[src/rtl/laser_pkg.sv]
`timescale 1ns/1ps
`default_nettype none
// ============================================================================
// Module      : laser_pkg
// Description : Types and defaults shared by the laser link receiver,
//               transmitter and board-level ChipInterface.
//               rx_state_t            - receiver FSM state encoding
//               DEFAULT_CLKS_PER_BIT  - clock cycles per serial bit
//               DEFAULT_DATA_BITS     - payload bits per frame
// Revision    : 1.0 - initial release
// ============================================================================
package laser_pkg;

  localparam int DEFAULT_CLKS_PER_BIT = 8;
  localparam int DEFAULT_DATA_BITS    = 8;

  typedef enum logic [2:0] {
    IDLE      = 3'd0,
    START     = 3'd1,
    DATA      = 3'd2,
    STOP      = 3'd3,
    WAIT_HIGH = 3'd4
  } rx_state_t;

endpackage
`default_nettype wire

[src/rtl/sync2.sv]
`timescale 1ns/1ps
`default_nettype none
// ============================================================================
// Module      : sync2
// Description : Two-flop synchronizer for one asynchronous input bit.
// Ports       : clock (in)  - destination clock
//               reset (in)  - asynchronous active-high reset
//               d     (in)  - asynchronous input
//               q     (out) - synchronized output
// Parameter   : RESET_VAL   - value both flops take during reset
// Revision    : 1.0 - initial release
// ============================================================================
module sync2 #(
  parameter logic RESET_VAL = 1'b1
) (
  input  logic clock,
  input  logic reset,
  input  logic d,
  output logic q
);

  logic meta;

  always_ff @(posedge clock or posedge reset) begin
    if (reset) begin
      meta <= RESET_VAL;
      q    <= RESET_VAL;
    end else begin
      meta <= d;
      q    <= meta;
    end
  end

endmodule
`default_nettype wire

[src/rtl/laser_rx_deser.sv]
`timescale 1ns/1ps
`default_nettype none
// ============================================================================
// Module      : laser_rx_deser
// Description : UART-style deserializer for the optical link. Start bit is
//               qualified at mid-bit, data bits are sampled LSB-first one bit
//               period apart, then the stop bit decides between a data_valid
//               or a framing_err pulse.
// Ports       : clock       (in)  - system clock
//               reset       (in)  - asynchronous active-high reset
//               en          (in)  - receiver enable; low forces idle
//               rx_in       (in)  - asynchronous serial line, idle high
//               data_out    (out) - last correctly framed payload
//               data_valid  (out) - one-cycle pulse, data_out is new
//               framing_err (out) - one-cycle pulse, stop bit was low
//               busy        (out) - FSM is not in IDLE
// Revision    : 1.0 - initial release
// ============================================================================
module laser_rx_deser
  import laser_pkg::*;
#(
  parameter int CLKS_PER_BIT = DEFAULT_CLKS_PER_BIT,
  parameter int DATA_BITS    = DEFAULT_DATA_BITS
) (
  input  logic                 clock,
  input  logic                 reset,
  input  logic                 en,
  input  logic                 rx_in,
  output logic [DATA_BITS-1:0] data_out,
  output logic                 data_valid,
  output logic                 framing_err,
  output logic                 busy
);

  localparam int CNT_W = (CLKS_PER_BIT > 1) ? $clog2(CLKS_PER_BIT) : 1;
  localparam int IDX_W = (DATA_BITS > 1) ? $clog2(DATA_BITS) : 1;
  localparam logic [CNT_W-1:0] CNT_HALF = CNT_W'(CLKS_PER_BIT / 2 - 1);
  localparam logic [CNT_W-1:0] CNT_LAST = CNT_W'(CLKS_PER_BIT - 1);
  localparam logic [IDX_W-1:0] IDX_LAST = IDX_W'(DATA_BITS - 1);

  logic                 rx_s;
  rx_state_t            state, state_n;
  logic [CNT_W-1:0]     cnt, cnt_n;
  logic [IDX_W-1:0]     bit_idx, bit_idx_n;
  logic [DATA_BITS-1:0] shreg, shreg_n;
  logic [DATA_BITS-1:0] data_out_n;
  logic                 valid_n, ferr_n;
  // flushed fills with ones once the synchronizer holds real line samples;
  // armed means the real line has been seen high since reset / enable.
  logic [1:0]           flushed;
  logic                 armed, armed_n;

  sync2 #(.RESET_VAL(1'b1)) u_sync (
    .clock (clock),
    .reset (reset),
    .d     (rx_in),
    .q     (rx_s)
  );

  assign busy = (state != IDLE);

  always_ff @(posedge clock or posedge reset) begin
    if (reset) begin
      state       <= IDLE;
      cnt         <= '0;
      bit_idx     <= '0;
      shreg       <= '0;
      data_out    <= '0;
      data_valid  <= 1'b0;
      framing_err <= 1'b0;
      flushed     <= '0;
      armed       <= 1'b0;
    end else begin
      state       <= state_n;
      cnt         <= cnt_n;
      bit_idx     <= bit_idx_n;
      shreg       <= shreg_n;
      data_out    <= data_out_n;
      data_valid  <= valid_n;
      framing_err <= ferr_n;
      flushed     <= {flushed[0], 1'b1};
      armed       <= armed_n;
    end
  end

  always_comb begin
    state_n    = state;
    cnt_n      = cnt;
    bit_idx_n  = bit_idx;
    shreg_n    = shreg;
    data_out_n = data_out;
    valid_n    = 1'b0;
    ferr_n     = 1'b0;
    // A low level right after reset or re-enable is the middle of someone
    // else's frame, not a start edge: only start once the line was high.
    armed_n    = en & (armed | (flushed[1] & rx_s));

    if (!en) begin
      state_n   = IDLE;
      cnt_n     = '0;
      bit_idx_n = '0;
      shreg_n   = '0;
    end else begin
      case (state)
        IDLE: begin
          if (armed && !rx_s) begin
            state_n = START;
            cnt_n   = '0;
          end
        end
        START: begin
          if (cnt == CNT_HALF) begin
            cnt_n     = '0;
            bit_idx_n = '0;
            state_n   = rx_s ? IDLE : DATA;
          end else begin
            cnt_n = cnt + 1'b1;
          end
        end
        DATA: begin
          if (cnt == CNT_LAST) begin
            shreg_n                = shreg >> 1;
            shreg_n[DATA_BITS-1]   = rx_s;
            cnt_n                  = '0;
            if (bit_idx == IDX_LAST) begin
              bit_idx_n = '0;
              state_n   = STOP;
            end else begin
              bit_idx_n = bit_idx + 1'b1;
            end
          end else begin
            cnt_n = cnt + 1'b1;
          end
        end
        STOP: begin
          if (cnt == CNT_LAST) begin
            cnt_n = '0;
            if (rx_s) begin
              data_out_n = shreg;
              valid_n    = 1'b1;
              state_n    = IDLE;
            end else begin
              ferr_n  = 1'b1;
              state_n = WAIT_HIGH;
            end
          end else begin
            cnt_n = cnt + 1'b1;
          end
        end
        WAIT_HIGH: begin
          if (rx_s) state_n = IDLE;
        end
        default: begin
          state_n = IDLE;
          cnt_n   = '0;
        end
      endcase
    end
  end

endmodule
`default_nettype wire

[config.mk]
export PLATFORM = sky130hd
export DESIGN_NAME = laser_rx_deser
export DESIGN_NICKNAME = d
export VERILOG_FILES = /design/src/rtl/laser_pkg.sv /design/src/rtl/sync2.sv /design/src/rtl/laser_rx_deser.sv
export SDC_FILE = /design/constraint.sdc
export NUM_CORES = 1
export LEC_CHECK = 0
export CAP_MARGIN = 10
export CORE_ASPECT_RATIO = 1.1
export CORE_UTILIZATION = 55
export CTS_BUF_LIST = sky130_fd_sc_hd__clkbuf_16
export DETAILED_ROUTE_END_ITERATION = 16
export PLACE_DENSITY = 0.83
export REMOVE_ABC_BUFFERS = 1
export SYNTH_ARGS = -nofsm -noshare
export SYNTH_HDL_FRONTEND = slang
export SYNTH_SLANG_ARGS = --single-unit
[constraint.sdc]
create_clock -name clock -period 3.8 [get_ports clock]
set_input_delay 0.76 -clock clock [delete_from_list [all_inputs] [get_ports clock]]
set_output_delay 0.76 -clock clock [all_outputs]
set_load 0.02 [all_outputs]
==> run metrics <==
Post-Route Utilization=73.29%; antenna diode count=0; Routability Congestion=0.7813; placeable core region=2342 µm²; top library cells by usage in the layout, fill and taps aside=30 x dfrtp_1, 14 x clkdlybuf4s50_1, 9 x a22o_1, 8 x mux2_2, 7 x inv_1; Die Ht=55.27 µm; transition time at the pin with the least slew margin=801.5 ps; Critical Setup Path Class=flop to output pin; post-synthesis share of cell area spent on and, or, nand and nor gates=14.02%; number of antenna violations at the first check in global routing=0; WL final=2.640 mm; detailed router's first-iteration violation count=22; leftover overflow at the end of global routing=0; filler cell count=159; num rows=18; CTS clock-pin slew for the worst setup and hold paths=50 ps; critical path fanouts, max=16; TritonCTS clock tree=yes; Worst Hold Margin=349.4 ps; wire per inst=16.30 µm; relative slew slack=46.16%; number of buffers inserted during clock tree synthesis=5; Overall Global Routing Usage=22.24%; critical path capture point type=output pin; type of the worst min-delay path=flop to flop; via count of the first global-routing pass=949; largest family of logic cells by synthesized area=simple AND/OR/NAND/NOR gates; clock latency reported for the late side of the worst-skew pair=270 ps; maximum clock frequency=0.3997 GHz; number of gates resized after CTS=0; initial core utilization=60.58%; share of final-layout standard cells stronger than drive strength 1=15.15%; wire length of the first global-routing pass=4.533 mm; adder-cell area share of the yosys netlist=4.409%; number of flops mapped to enable cells by yosys=0; Final setup violation count=0; total DRC errors in the routed layout=0; Placed Cells=154; mux share of post-synthesis cell area=9.171%; worst stage delay on the critical path=560 ps; outcome=complete, no violations; post-synthesis compound-gate area fraction=11.99%; maximum capacitance violations=0; Bufs on Longest Clock Path=2; Seq/Total Area, Yosys=56.61%; startpoint types=flop; synth warn=0; count of input and output buffers=14; Final nets=140; count of distinct cell types in the synthesized netlist=36; number of ports placed on the die boundary=15; cts hold-fix bufs=0; Cell Count, Final, Fillers Out=162; length of the first detailed-routing pass in iterations=4; post-detailed-route count of antenna-violating nets=0; cell area after layout=1717 µm²; power density relative to cell area=443.7 nW/µm²; buffer count from post-CTS setup fixing=0; Post-Syn Area=1419 µm²; total vias in the final route=983; Hold Vio Cnt, Final=0; drt via density=6.068; CP arrival=1740 ps; ordered list of cells on the worst path=or3_1, clkdlybuf4s50_1; commonest non-fill, non-tap cell in the layout=dfrtp_1; period utilisation layout=65.84%; sinks on the clock net=32; die outline width=50.43 µm; max-slew violation count=0; leakage power of the design=0.8245 nW; worst ir drop on vdd=390.1 µV; H-tree level count=2; instance count of the mapped netlist=115; flip-flop and latch count after synthesis=32; minimum period implied by the final worst setup slack=2502 ps; fraction of registers with async set or reset after synthesis=100.0%; top_reg_cell synth=dfrtp_1; Synth-to-Final Area Change=20.99%; HPWL after detailed placement=1.771 mm; Fin Clk Skew=3.938 ps; RSZ-0062 raised after global routing=no; setup TNS after final layout=0 ps; overall die area=2787 µm²; post-place instance area=1577 µm²; pin count of the biggest net entering global routing=22; root buffer selected by CTS=clkbuf_16; data required time of the worst path=3040 ps; CP max-delay cell=dfrtp_1; average cell area after synthesis=12.34 µm²; synthesized-area fraction occupied by xor and xnor cells=0%
[cells by family (layout without fill, tap and decap cells)]
group | Yosys count | count (layout)
multiplexers | 12 | 12
other | 1 | 1
AND/OR/NAND/NOR | 31 | 31
adder cells (fa/ha/maj) | 5 | 5
flip-flops | 32 | 32
AO/OA/AOI/OAI | 22 | 22
buffers and inverters | 12 | 29
[worst max-delay path, delay by kind of cell, from the launching register on]
family,cells,cell delay (ps)
buf+inv,1,540
flops,1,560
simple gates,1,380
[state kept, by name, summed over array words and instances (netlist names)]
name         count
framing_err      1
shreg            8
u_sync.q         1
data_out         8
flushed          2
cnt              3
state            3
bit_idx          3
data_valid       1
u_sync.meta      1
armed            1
[path summary, 6_finish.rpt]
kind / end / start / slack [ps] / cells past startpoint
min in group asynchronous: state[1] / reset / 930 / 2
max in group asynchronous: data_out[3] / reset / 2220 / 3
min reg2reg: flushed[1] / flushed[0] / 350 / 0
max: busy / state[1] / 1300 / 2
max reg2reg: data_out[2] / cnt[0] / 1710 / 4
min: flushed[1] / flushed[0] / 350 / 0
[per-layer routing]
metal  GRT usage (%)  wire length (µm)  vias to the layer above  share of wire, %
li1                -                 -                      454                 -
met1           28.65              1104                      491                42
met2           36.38              1378                       36                52
met5               0                 0                        -                 0
met3           6.612               141                        2               5.3
met4           5.952                14                        0              0.53
[stage by stage]
step / power, mW / setup slack [ps]
2_1_floorplan: 0.3898 / 2038
3_3_place_gp: 0.4045 / 1185
3_5_place_dp: 0.4065 / 1100
4_1_cts: 0.7719 / 1304
5_1_grt: 0.7929 / 1243
6_report: 0.7618 / 1298
[final cells by class]
| type | count | area (µm²) | area share [%] |
|---|---|---|---|
| sequential | 32 | 803.3 | 46.79 |
| timing repair buffer | 15 | 147.6 | 8.601 |
| clock buffer | 5 | 125.1 | 7.289 |
| multi-input combinational | 71 | 565.5 | 32.94 |
| clock inverter | 3 | 15.01 | 0.8746 |
| inverter | 6 | 22.52 | 1.312 |
| tap | 30 | 37.54 | 2.187 |
[cells in the mapped netlist (all sizes together) (3+ instances only)]
library cell	number	area, µm²
dfrtp	30	750.7
a22o	9	78.83
mux2	8	90.09
inv	6	22.52
nand2	6	22.52
ha	5	62.56
nand3	5	25.02
a21oi	4	20.02
buf	4	20.02
mux2i	4	40.04
nor2	3	11.26
[report_power, final]
part	total, mW	internal (mW)	switching [mW]
registers	0.359	0.349	0.0104
clock network	0.360	0.237	0.124
logic	0.0419	0.0163	0.0257
No activity file was read; power rests on OpenSTA's default activity.
